`src/rtl/reg_file_pkg.sv`:
```
// Shared sizing defaults and types for the multi-port register file of the 9-bit ISA datapath.
// Contents:
//   RF_W, RF_D, RF_NR  default data width, address width and read-port count
//   rf_addr_t          register address type
//   rf_data_t          register data type
//   RF_RESET_VAL       default per-register reset preload (all zero)
package reg_file_pkg;

  localparam int unsigned RF_W  = 8;
  localparam int unsigned RF_D  = 4;
  localparam int unsigned RF_NR = 2;

  typedef logic [RF_D-1:0] rf_addr_t;
  typedef logic [RF_W-1:0] rf_data_t;

  localparam rf_data_t RF_RESET_VAL [2**RF_D] = '{default: '0};

endpackage

```
`src/rtl/rf_scoreboard.sv`:
```
// Pending-bit scoreboard for reg_file_mp. One bit per register marks a destination reserved by
// a multi-cycle unit; a writeback to that register clears it.
// Ports:
//   Clk, Reset            clock, synchronous active-high reset (clears every pending bit)
//   WriteEnA/WaddrA       write port A; a write clears the target's pending bit
//   WriteEnB/WaddrB       write port B; same as A
//   IssueEn/IssueAddr     reserve a register; wins over a same-cycle write to it
//   Raddr                 packed read addresses, NR x D bits
//   Busy                  pending bit of each read address (stored state only)
//   AnyPending            OR of all pending bits
module rf_scoreboard
  import reg_file_pkg::*;
#(
  parameter int unsigned D       = RF_D,
  parameter int unsigned NR      = RF_NR,
  parameter bit          R0_ZERO = 1'b0
) (
  input  logic          Clk,
  input  logic          Reset,
  input  logic          WriteEnA,
  input  logic [D-1:0]  WaddrA,
  input  logic          WriteEnB,
  input  logic [D-1:0]  WaddrB,
  input  logic          IssueEn,
  input  logic [D-1:0]  IssueAddr,
  input  logic [NR*D-1:0] Raddr,
  output logic [NR-1:0] Busy,
  output logic          AnyPending
);

  localparam int unsigned Depth = 2**D;

  logic [Depth-1:0] pending_d, pending_q;

  always_comb begin
    pending_d = pending_q;
    if (WriteEnA) pending_d[WaddrA] = 1'b0;
    if (WriteEnB) pending_d[WaddrB] = 1'b0;
    // Issue is applied last: a same-cycle issue is newer than the writeback.
    if (IssueEn) pending_d[IssueAddr] = 1'b1;
    if (R0_ZERO) pending_d[0] = 1'b0;
  end

  always_ff @(posedge Clk) begin
    if (Reset) begin
      pending_q <= '0;
    end else begin
      pending_q <= pending_d;
    end
  end

  always_comb begin
    Busy = '0;
    for (int i = 0; i < NR; i++) begin
      Busy[i] = pending_q[Raddr[i*D +: D]];
    end
  end

  assign AnyPending = |pending_q;

endmodule

```
`src/rtl/reg_file_mp.sv`:
```
// Multi-port register file: two write ports, NR combinational read ports, per-register reset
// preload and a pending scoreboard (rf_scoreboard) for multi-cycle destinations.
// Optional macro RF_BYPASS_EN: same-cycle write data is forwarded to matching read ports and
// their Busy is forced low. Without it, reads show stored state only.
// Ports:
//   Clk, Reset            clock, synchronous active-high reset (loads RESET_VAL, clears pending)
//   WriteEnA/WaddrA/DataInA  write port A (wins over B on an address clash)
//   WriteEnB/WaddrB/DataInB  write port B
//   IssueEn/IssueAddr     reserve a destination register
//   Raddr                 packed read addresses, port i = Raddr[i*D +: D]
//   DataOut               packed read data, port i = DataOut[i*W +: W]
//   Busy                  pending flag per read port
//   AnyPending            any register pending
module reg_file_mp
  import reg_file_pkg::*;
#(
  parameter int unsigned W       = RF_W,
  parameter int unsigned D       = RF_D,
  parameter int unsigned NR      = RF_NR,
  parameter bit          R0_ZERO = 1'b0,
  parameter logic [W-1:0] RESET_VAL [2**D] = RF_RESET_VAL
) (
  input  logic            Clk,
  input  logic            Reset,
  input  logic            WriteEnA,
  input  logic [D-1:0]    WaddrA,
  input  logic [W-1:0]    DataInA,
  input  logic            WriteEnB,
  input  logic [D-1:0]    WaddrB,
  input  logic [W-1:0]    DataInB,
  input  logic            IssueEn,
  input  logic [D-1:0]    IssueAddr,
  input  logic [NR*D-1:0] Raddr,
  output logic [NR*W-1:0] DataOut,
  output logic [NR-1:0]   Busy,
  output logic            AnyPending
);

  localparam int unsigned Depth = 2**D;

  logic [W-1:0]  regs_q [Depth];
  logic          wr_a, wr_b;
  logic [D-1:0]  rd_addr [NR];
  logic [NR-1:0] hit;
  logic [NR-1:0] sb_busy;

  // Port B is dropped when A targets the same register; address 0 is read-only zero if R0_ZERO.
  always_comb begin
    wr_a = WriteEnA && !(R0_ZERO && (WaddrA == '0));
    wr_b = WriteEnB && !(R0_ZERO && (WaddrB == '0)) && !(WriteEnA && (WaddrA == WaddrB));
  end

  always_ff @(posedge Clk) begin
    if (Reset) begin
      for (int i = 0; i < Depth; i++) begin
        regs_q[i] <= RESET_VAL[i];
      end
      if (R0_ZERO) regs_q[0] <= '0;
    end else begin
      if (wr_a) regs_q[WaddrA] <= DataInA;
      if (wr_b) regs_q[WaddrB] <= DataInB;
    end
  end

  always_comb begin
    for (int i = 0; i < NR; i++) begin
      rd_addr[i] = Raddr[i*D +: D];
    end
  end

  always_comb begin
    DataOut = '0;
    hit     = '0;
    for (int i = 0; i < NR; i++) begin
      DataOut[i*W +: W] = regs_q[rd_addr[i]];
`ifdef RF_BYPASS_EN
      // No forwarding during Reset: those writes never commit.
      if (!Reset && WriteEnA && (WaddrA == rd_addr[i])) begin
        DataOut[i*W +: W] = DataInA;
        hit[i]            = 1'b1;
      end else if (!Reset && WriteEnB && (WaddrB == rd_addr[i])) begin
        DataOut[i*W +: W] = DataInB;
        hit[i]            = 1'b1;
      end
`endif
      if (R0_ZERO && (rd_addr[i] == '0)) begin
        DataOut[i*W +: W] = '0;
        hit[i]            = 1'b0;
      end
    end
  end

  rf_scoreboard #(
    .D       (D),
    .NR      (NR),
    .R0_ZERO (R0_ZERO)
  ) u_scoreboard (
    .Clk        (Clk),
    .Reset      (Reset),
    .WriteEnA   (WriteEnA),
    .WaddrA     (WaddrA),
    .WriteEnB   (WriteEnB),
    .WaddrB     (WaddrB),
    .IssueEn    (IssueEn),
    .IssueAddr  (IssueAddr),
    .Raddr      (Raddr),
    .Busy       (sb_busy),
    .AnyPending (AnyPending)
  );

  // A forwarded read carries the fresh result, so it is not busy.
  assign Busy = sb_busy & ~hit;

endmodule

```
`config.mk`:
```
export PLATFORM = sky130hd
export DESIGN_NAME = reg_file_mp
export DESIGN_NICKNAME = d
export VERILOG_FILES = /design/src/rtl/reg_file_pkg.sv /design/src/rtl/rf_scoreboard.sv /design/src/rtl/reg_file_mp.sv
export SDC_FILE = /design/constraint.sdc
export NUM_CORES = 1
export LEC_CHECK = 0
export BUFFER_PORTS_ARGS = -buffer_cell sky130_fd_sc_hd__buf_2
export CORE_ASPECT_RATIO = 1.5
export CORE_MARGIN = 10
export CORE_UTILIZATION = 35
export CTS_CLUSTER_DIAMETER = 200
export DETAILED_ROUTE_END_ITERATION = 8
export PLACE_DENSITY = 0.6
export SETUP_SLACK_MARGIN = 0.02
export SYNTH_ARGS = -nofsm -noshare
export SYNTH_HDL_FRONTEND = slang
export SYNTH_SLANG_ARGS = --single-unit
```
`constraint.sdc`:
```
create_clock -name Clk -period 2.8 [get_ports Clk]
set_clock_uncertainty 0.05 [all_clocks]
set_input_delay 0.42 -clock Clk [delete_from_list [all_inputs] [get_ports Clk]]
set_output_delay 0.42 -clock Clk [all_outputs]
set_load 0.1 [all_outputs]
```
; Word level (Yosys, flattened, before mapping)
; Memories as Yosys holds them, arrays and structs flattened.
; Cells that the tools add are included.
[word_totals]
ramBits = 128
elab_cells = 52
reg_bits = 16
n_memories = 1
[memory_table]
columns = memory, words, width, read_ports, rd_clocked_by_memory_dff, wr, line_no
row1 = regs_q, 16, 8, 2, 0, 16, reg_file_mp.sv:41  ; logic [W-1:0] regs_q [Depth];
[op_classes]
order_cmp = 8
reduce_logical = 9
mux = 27
eq_ne = 1
n_bitwise = 5
[op_table]
columns = cell, count
row1 = $mux W16, 3
row2 = $and A16 B16 Y16, 2
row3 = $not A16 Y16, 2
row4 = $lt A4 B5 Y1 const B, 5
row5 = $mux W8, 2
row6 = $or A16 B16 Y16, 1
row7 = $reduce_or A16 Y1, 1
row8 = $reduce_or A8 Y1, 2
row9 = $mux W1, 15
row10 = $demux W1 S4, 3
row11 = $ge A4 B1 Y1 const B, 3
row12 = $bmux W1 S4, 2
row13 = $mux W4, 2
row14 = $logic_and A1 B1 Y1, 5
row15 = $eq A4 B4 Y1, 1
row16 = $logic_not A1 Y1, 1

; Logic depth before layout (Yosys ltp)
; Gate-level depths: netlist of run 1.
[depth]
depth_word = 11
depth_mapped = 6
depth_no_buf = 4

; Modules after synthesis
; A second synthesis of run 1 with hierarchy kept.
[unflattened]
hier_cells = 654
area_unflattened_um2 = 8949.8
[modules_own_cells]
columns = module, seq_area_each_um2, n_inst, area_each_um2, cells_each
row1 = reg_file_mp, 3843.7, 1, 7872.6, 546
row2 = rf_scoreboard, 320.3, 1, 1077.3, 108

; Worst setup path after synthesis of run 1
; OpenSTA, ideal clock, no wires.
[synth_path]
path_kind = input-to-output
startpoint = input port Raddr[0]
endpoint = output port DataOut[6]
cell_stages = 5
t_required_ns = 2.330
setup_slack_ns = 0.138
t_arrival_ns = 2.192
path_cell_list = buf_2 buf_2 mux4_2 a22oi_1 nand2_1
[synth_between]
elab_chain_len = 1
[synth_lines]
columns = element, line_no
row1 = from (decl), reg_file_mp.sv:33  ; input logic [NR*D-1:0] Raddr,
row2 = $mem_v2 Z16 W8, --
row3 = to (decl), reg_file_mp.sv:34  ; output logic [NR*W-1:0] DataOut,
; No other way between the ends.

; Final worst setup path of run 1
[layout_path]
startpoint = input port Raddr[4]
endpoint = output port DataOut[11]
; The elaborated chain is that of the path after synthesis.

==> results by group, run 1 <==
Synthesis
  • Most common cell in the netlist: nand2_1
  • Seq cells post-synth: 144
  • Syn Area/Cell: 10.8 um2
  • Synth Net Count: 850
  • Synth top area share: 44.2%
  • Top cells by count, synth: 209 x nand2_1, 128 x edfxtp_1, 106 x o21ai_0
  • Mapped Area: 8700 um2
  • Ranking of synthesized cells by area: edfxtp_1 44%, mux4_2 19%, nand2_1 9.0%
  • Ys flop type: edfxtp_1
  • Number of flops mapped to enable cells by yosys: 128
  • Post-synth cell types: 42
  • Asr flop ratio synth: 0%
  • Yosys warning count: 0
  • Register area share after synthesis: 47.9%
  • Syn Inst Count: 809
  • Yosys top cell by area: edfxtp_1

Layout
  • Layout area overhead: 17.2%
  • Final Core Density: 41.7%
  • Filler cell count: 2321
  • Share of cells above drive strength 1: 25.5%
  • Number of nets in the layout: 917

Clock tree
  • CTS Sinks: 144
  • Clk_lat worst skew: 430 ps
  • Post-CTS Hold Buffers: 0
  • CTS tree: yes
  • Clk pin slew, worst setup/hold paths: 60 ps
  • Clk buf depth: 2
  • Setup Buffers After CTS: 0
  • CTS buffer count: 17
  • Root Buffer: clkbuf_16
  • Post-CTS sizing: 0
  • H-tree depth: 4

Hold path
  • Worst hold path stage count: 3
  • Worst min path class: input port to flip-flop

Setup path
  • CP peak stage delay: 510 ps
  • Arr. time, crit path: 2130 ps
  • Crit end category: output port
  • R2R cell count: 2
  • Crit path max fanout: 14
  • Critical path type: input port to output port
  • CP cell instances: buf_2, buf_12, mux4_2, a22oi_1, nand2_1, buf_2
  • Cell repeated most along the worst path: buf_2
  • CP max stage cell: mux4_2
  • Worst path required time: 2330 ps
  • Critical path launch point type: input port

Floorplan
  • Die Ht: 213 um
  • Row count: 70
  • Initial core utilization: 35.6%
  • Core Region: 24400 um2
  • Top-level I/O count: 60
  • Width of the die: 149 um
  • Die ar.: 31700 um2

Power and ir drop
  • VDD IR max: 0.000387 V
  • P_leak: 3.37 nW
  • Power per Cell Area: 574 nW/um2

Place
  • Gpl congestion: 0.899
  • Setup WS pre-CTS: 221 ps
  • Post-DP HPWL: 21.5 mm
  • Port bufs: 59

GRT
  • First-pass GRT wire length: 46.0 mm
  • Pin count of the biggest net entering global routing: 37
  • Initial antenna violation count: 1
  • Vias in the first global route: 7303
  • GR Overflow Total: 0
  • Total GRT Usage: 19.6%

Timing
  • Fin crit share: 92.7%
  • Peak Freq: 0.385 GHz
  • Final setup viols: 0
  • Fin. Hold Viols: 0
  • Setup_tns: 0 ps
  • Period minus WS final: 2600 ps
  • Max_slew headroom: 65.2%
  • Final WS setup: 205 ps
  • Worst-Margin Slew: 522 ps
  • Slew Limit Fails: 0
  • RSZ-0062 raised after global routing: false

Detailed routing
  • First drt pass iteration count: 6
  • DR vias/cell: 6.00
  • Final WL: 30.9 mm
  • Post-route antenna net violation count: 0
  • Routed wire per std cell: 25.4 um
  • Remaining DRCs: 0
  • Initial DRC count: 743
  • Via count: 7287

Outcome
  • Status: complete, no violations

Run
  • Max cap viols: 0
worst paths after layout:
check,endpoint,slack (ps),startpoint
worst max-delay path,DataOut[11],200,Raddr[4]
worst min-delay path,u_scoreboard.pending_q[3],250,IssueAddr[1]
worst max register to register,u_scoreboard.pending_q[15],2010,u_scoreboard.pending_q[15]
worst min register to register,u_scoreboard.pending_q[4],470,u_scoreboard.pending_q[4]
final cells by class:
type	instances	area (um2)	area share (%)
Multi-Input combinational cell	597	4240	41.6
Timing Repair Buffer	115	816	8.00
Clock inverter	5	26.3	0.258
Sequential cell	144	4160	40.8
Clock buffer	27	536	5.25
Inverter	1	3.75	0.0368
Tap cell	324	405	3.97
Antenna cell	2	5.00	0.0491
where the power goes:
part           internal (mW)  switching (mW)  total (mW)
combinational          0.359           0.774        1.13
clock                   1.30           0.858        2.16
sequential              2.48          0.0784        2.56
total                   4.15            1.71        5.86
placed cells by master, fill, tap and decap left out, types with 5 or more instances in the layout:
master,netlist,routed
a21oi_1,16,16
buf_12,0,8
a22oi_1,40,40
buf_4,3,48
buf_2,14,59
nand3_1,10,10
nand3b_1,9,9
dfxtp_1,16,16
edfxtp_1,128,128
nor2b_1,11,11
o21ai_0,106,106
clkbuf_16,0,19
clkbuf_1,32,5
nor2_1,42,42
o21ai_1,34,34
nand2_1,209,209
mux4_2,72,72
state kept, by name, indices dropped and copies added (netlist names):
name,cells
regs_q,128
u_scoreboard.pending_q,16
critical path, delay by kind of cell:
family	cells	cell delay (ps)
buffers and inverters	3	740
multiplexers	1	510
AO/OA/AOI/OAI	1	330
AND/OR/NAND/NOR	1	100
metal layers:
| layer | vias to the layer above | wire length, um | global-route usage, % |
|---|---|---|---|
| met3 | 85 | 2660 | 3.35 |
| met1 | 3567 | 11200 | 23.2 |
| met2 | 454 | 15400 | 33.0 |
| met4 | 0 | 1560 | 10.9 |
| met5 | - | 0 | 0 |
| li1 | 3181 | - | - |
metrics by stage:
| step | std cells | total power, mW | cell area (um2) | hold WS [ps] |
|---|---|---|---|---|
| final | 1215 | 5.86 | 10200 | 251 |
| after global routing | 1213 | 6.02 | 10200 | 251 |
| after CTS | 1213 | 5.86 | 10200 | 232 |
| after detailed placement | 1181 | 3.73 | 9630 | 457 |
| after global placement | 1181 | 3.71 | 9630 | 452 |
| after floorplan | 809 | 3.35 | 8700 | 418 |
kinds of logic (layout without fill, tap and decap cells):
family | count (synthesis) | count (layout) | share of synthesized area (%)
AO/OA/AOI/OAI | 210 | 210 | 13.8
AND/OR/NAND/NOR | 311 | 311 | 15.8
flip-flops | 144 | 144 | 47.9
XOR/XNOR | 4 | 4 | 0.403
other | 0 | 2 | 0
multiplexers | 72 | 72 | 18.6
buffers and inverters | 68 | 148 | 3.44
(Power assumes the default switching activity.)
==> inputs of run 2 (changes only) <==
--- a/config.mk
+++ b/config.mk
@@ -7,7 +7,7 @@
 export LEC_CHECK = 0
 export BUFFER_PORTS_ARGS = -buffer_cell sky130_fd_sc_hd__buf_2
 export CORE_ASPECT_RATIO = 1.5
-export CORE_MARGIN = 10
+export CORE_MARGIN = 3
 export CORE_UTILIZATION = 35
 export CTS_CLUSTER_DIAMETER = 200
 export DETAILED_ROUTE_END_ITERATION = 8
==> run 2 against run 1 <==
Against the previous run: die area decreased by 15%; via count is 0.64% higher; critical path depth shrank 2; setup slack got worse by 58 ps; largest cell class unchanged; routed wire length is 1.9% lower; core utilization fell by 0.072 points; non-clock buffer count shrank 2; cell area is 0.17% lower; sequential share of layout area grew 0.070 points; first-iteration DRC count rose by 11%.
==> results by group, run 2 (synthesis results as in run 1) <==
Detailed routing
  • Initial DRC count: 824 (+11%)
  • Via count: 7334 (+0.64%)
  • Remaining DRCs: 0 (unchanged)
  • Post-route antenna net violation count: 0 (unchanged)
  • DR vias/cell: 6.06 (+0.98%)
  • Final WL: 30.3 mm (-1.9%)
  • Routed wire per std cell: 25.0 um (-1.6%)
  • First drt pass iteration count: 7 (+1)

Setup path
  • CP startpoint: regs_q[3][2]
  • Worst path required time: 2330 ps (about the same)
  • CP max stage cell: mux4_2
  • Crit path max fanout: 2 (-12)
  • CP cell instances: mux4_2, a22oi_1, nand2_1, buf_2
  • Reg-to-reg endpoint: u_scoreboard.pending_q[0]
  • Top delay family on crit path: multiplexers
  • R2R cell count: 2 (unchanged)
  • Arr. time, crit path: 2180 ps (+50 ps)
  • CP peak stage delay: 530 ps (+20 ps)
  • R2r setup slk: 2030 ps (+20 ps)
  • Crit end category: output port
  • Reg2reg start: u_scoreboard.pending_q[0]
  • Critical path launch point type: flip-flop
  • Critical path depth: 4 (-2)
  • Critical path type: flip-flop to output port
  • Crit path buf inv count: 1 (-2)

Layout
  • Most frequent cells in the layout: 209 x nand2_1, 128 x edfxtp_1, 106 x o21ai_0, 72 x mux4_2, 59 x buf_2
  • Filler cell count: 2330 (+0.39%)
  • Share of cells above drive strength 1: 25.8% (+0.28 points)
  • Commonest non-fill, non-tap cell in the layout: nand2_1
  • Layout area overhead: 17.0%
  • Largest register FFs: 128 (unchanged)
  • Most flops, register: regs_q
  • Top Registers: regs_q: 128 flops, u_scoreboard.pending_q: 16 flops
  • Number of nets in the layout: 915 (-0.22%)
  • # diodes: 0 (-2)

Clock tree
  • Clk buf depth: 2 (unchanged)
  • CTS tree: yes
  • CTS Sinks: 144 (unchanged)
  • Setup Buffers After CTS: 0 (unchanged)
  • Post-CTS sizing: 0 (unchanged)
  • Root Buffer: clkbuf_16
  • Clk pin slew, worst setup/hold paths: 70 ps (about the same)
  • CTS buffer count: 17 (unchanged)
  • Clk_lat worst skew: 430 ps (about the same)
  • H-tree depth: 4 (unchanged)
  • Post-CTS Hold Buffers: 0 (unchanged)

Timing
  • Fin crit share: 94.8% (+2.1 points)
  • Slew Limit Fails: 0 (unchanged)
  • RSZ-0062 raised after global routing: false
  • Period minus WS final: 2650 ps (+58.1 ps)
  • Peak Freq: 0.377 GHz (-2.2%)
  • Fin. Hold Viols: 0 (unchanged)
  • Max_slew headroom: 50.5% (-15 points)
  • Final WS setup: 147 ps (-58.1 ps)
  • Worst-Margin Slew: 739 ps (+217 ps)
  • Setup_tns: 0 ps (unchanged)
  • Final setup viols: 0 (unchanged)

GRT
  • First-pass GRT wire length: 45.3 mm (-1.6%)
  • Initial antenna violation count: 1 (unchanged)
  • GR Overflow Total: 0 (unchanged)
  • Total GRT Usage: 22.9% (+3.3 points)
  • Vias in the first global route: 7316 (+0.18%)
  • Pin count of the biggest net entering global routing: 33 (-11%)

Place
  • Setup WS pre-CTS: 180 ps (-41.9 ps)
  • Post-DP HPWL: 21.2 mm (-1.4%)
  • Port bufs: 59 (unchanged)
  • Gpl congestion: 0.892 (-0.73%)

Power and ir drop
  • Psw: 1.83 mW (+7.2%)
  • VDD IR max: 0.000322 V (-17%)
  • Reg power frac: 43.3% (-0.4 points)
  • Switching share of total power: 31.0% (+1.8 points)
  • Power per Cell Area: 582 nW/um2 (+1.3%)
  • Clock share of power: 37.8% (+0.9 points)
  • Combinational power share: 19.0% (-0.3 points)
  • P_leak: 3.35 nW (-0.63%)
  • Int Pwr: 4.09 mW (-1.4%)

Hold path
  • Worst hold path stage count: 3 (unchanged)
  • Hold Startpoint: IssueAddr[1]
  • Hold Path End: u_scoreboard.pending_q[3]
  • Worst min path class: input port to flip-flop

Floorplan
  • Top-level I/O count: 60 (unchanged)
  • Row count: 70 (unchanged)
  • Width of the die: 135 um (-9.4%)
  • Core Region: 24400 um2 (unchanged)
  • Initial core utilization: 35.6% (unchanged)
  • Die ar.: 26800 um2 (-15%)
  • Die Ht: 199 um (-6.6%)

Outcome
  • Status: complete, no violations

Run
  • Max cap viols: 0 (unchanged)
run 2: changes by cell type in the layout (fill, tap and decap cells not counted), moves of 2 or more:
| cell | delta |
|---|---|
| clkbuf_1 | -5 |
| clkbuf_16 | -2 |
| clkbuf_8 | -3 |
| clkinv_2 | -4 |
| clkinv_4 | +2 |
| clkinvlp_4 | +3 |
| diode_2 | -2 |
| inv_6 | +5 |
| inv_8 | +3 |
run 2: final cells by class:
| type | instances | area (um2) | area share (%) |
|---|---|---|---|
| clock buffer | 17 | 425 | 4.18 |
| tap | 324 | 405 | 3.98 |
| timing repair buffer | 113 | 788 | 7.74 |
| clock inverter | 15 | 151 | 1.49 |
| inverter | 1 | 3.75 | 0.0369 |
| sequential | 144 | 4160 | 40.9 |
| multi-input combinational | 597 | 4240 | 41.7 |
run 2: how the worst max path moves through the flow:
stage / endpoint / slack (ps)
finish: DataOut[2] / 150
global route: DataOut[10] / 100
CTS: DataOut[2] / 170
detailed placement: DataOut[2] / 180
global placement: DataOut[10] / 170
floorplan: DataOut[6] / 140
run 2: per-layer routing:
| layer | vias to the layer above | global-route usage [%] | wire length, um | part of all wire, % |
|---|---|---|---|---|
| met5 | - | 0 | 13 | 0.043 |
| met4 | 2 | 9.92 | 1180 | 3.9 |
| met3 | 84 | 4.53 | 2410 | 8.0 |
| met2 | 453 | 40.2 | 15600 | 52 |
| met1 | 3615 | 27.1 | 11100 | 37 |
| li1 | 3180 | - | - | - |
run 2: power groups by stage:
stage | clock network [mW] | registers (mW) | logic, mW
final | 2.24 | 2.56 | 1.12
after global routing | 2.35 | 2.58 | 1.17
after CTS | 2.27 | 2.56 | 1.12
after detailed placement | 0 | 2.61 | 1.11
after global placement | 0 | 2.60 | 1.11
after floorplan | 0 | 2.57 | 0.788
run 2: worst reg2reg max path, cell delays in order, from the launching register on:
cell and delay [ps]:
dfxtp_1 360, a32oi_1 190, nor2_1 50
run 2: per-stage QoR:
stage | area, um2 | hold WS [ps] | cells | util [%] | power, mW
2_1_floorplan | 8700 | 418 | 809 | - | 3.35
3_3_place_gp | 9610 | 450 | 1179 | 39.3 | 3.70
4_1_cts | 10200 | 239 | 1211 | 41.7 | 5.94
6_report | 10200 | 262 | 1211 | 41.7 | 5.92
3_5_place_dp | 9610 | 458 | 1179 | 39.3 | 3.72
5_1_grt | 10200 | 271 | 1211 | 41.7 | 6.10
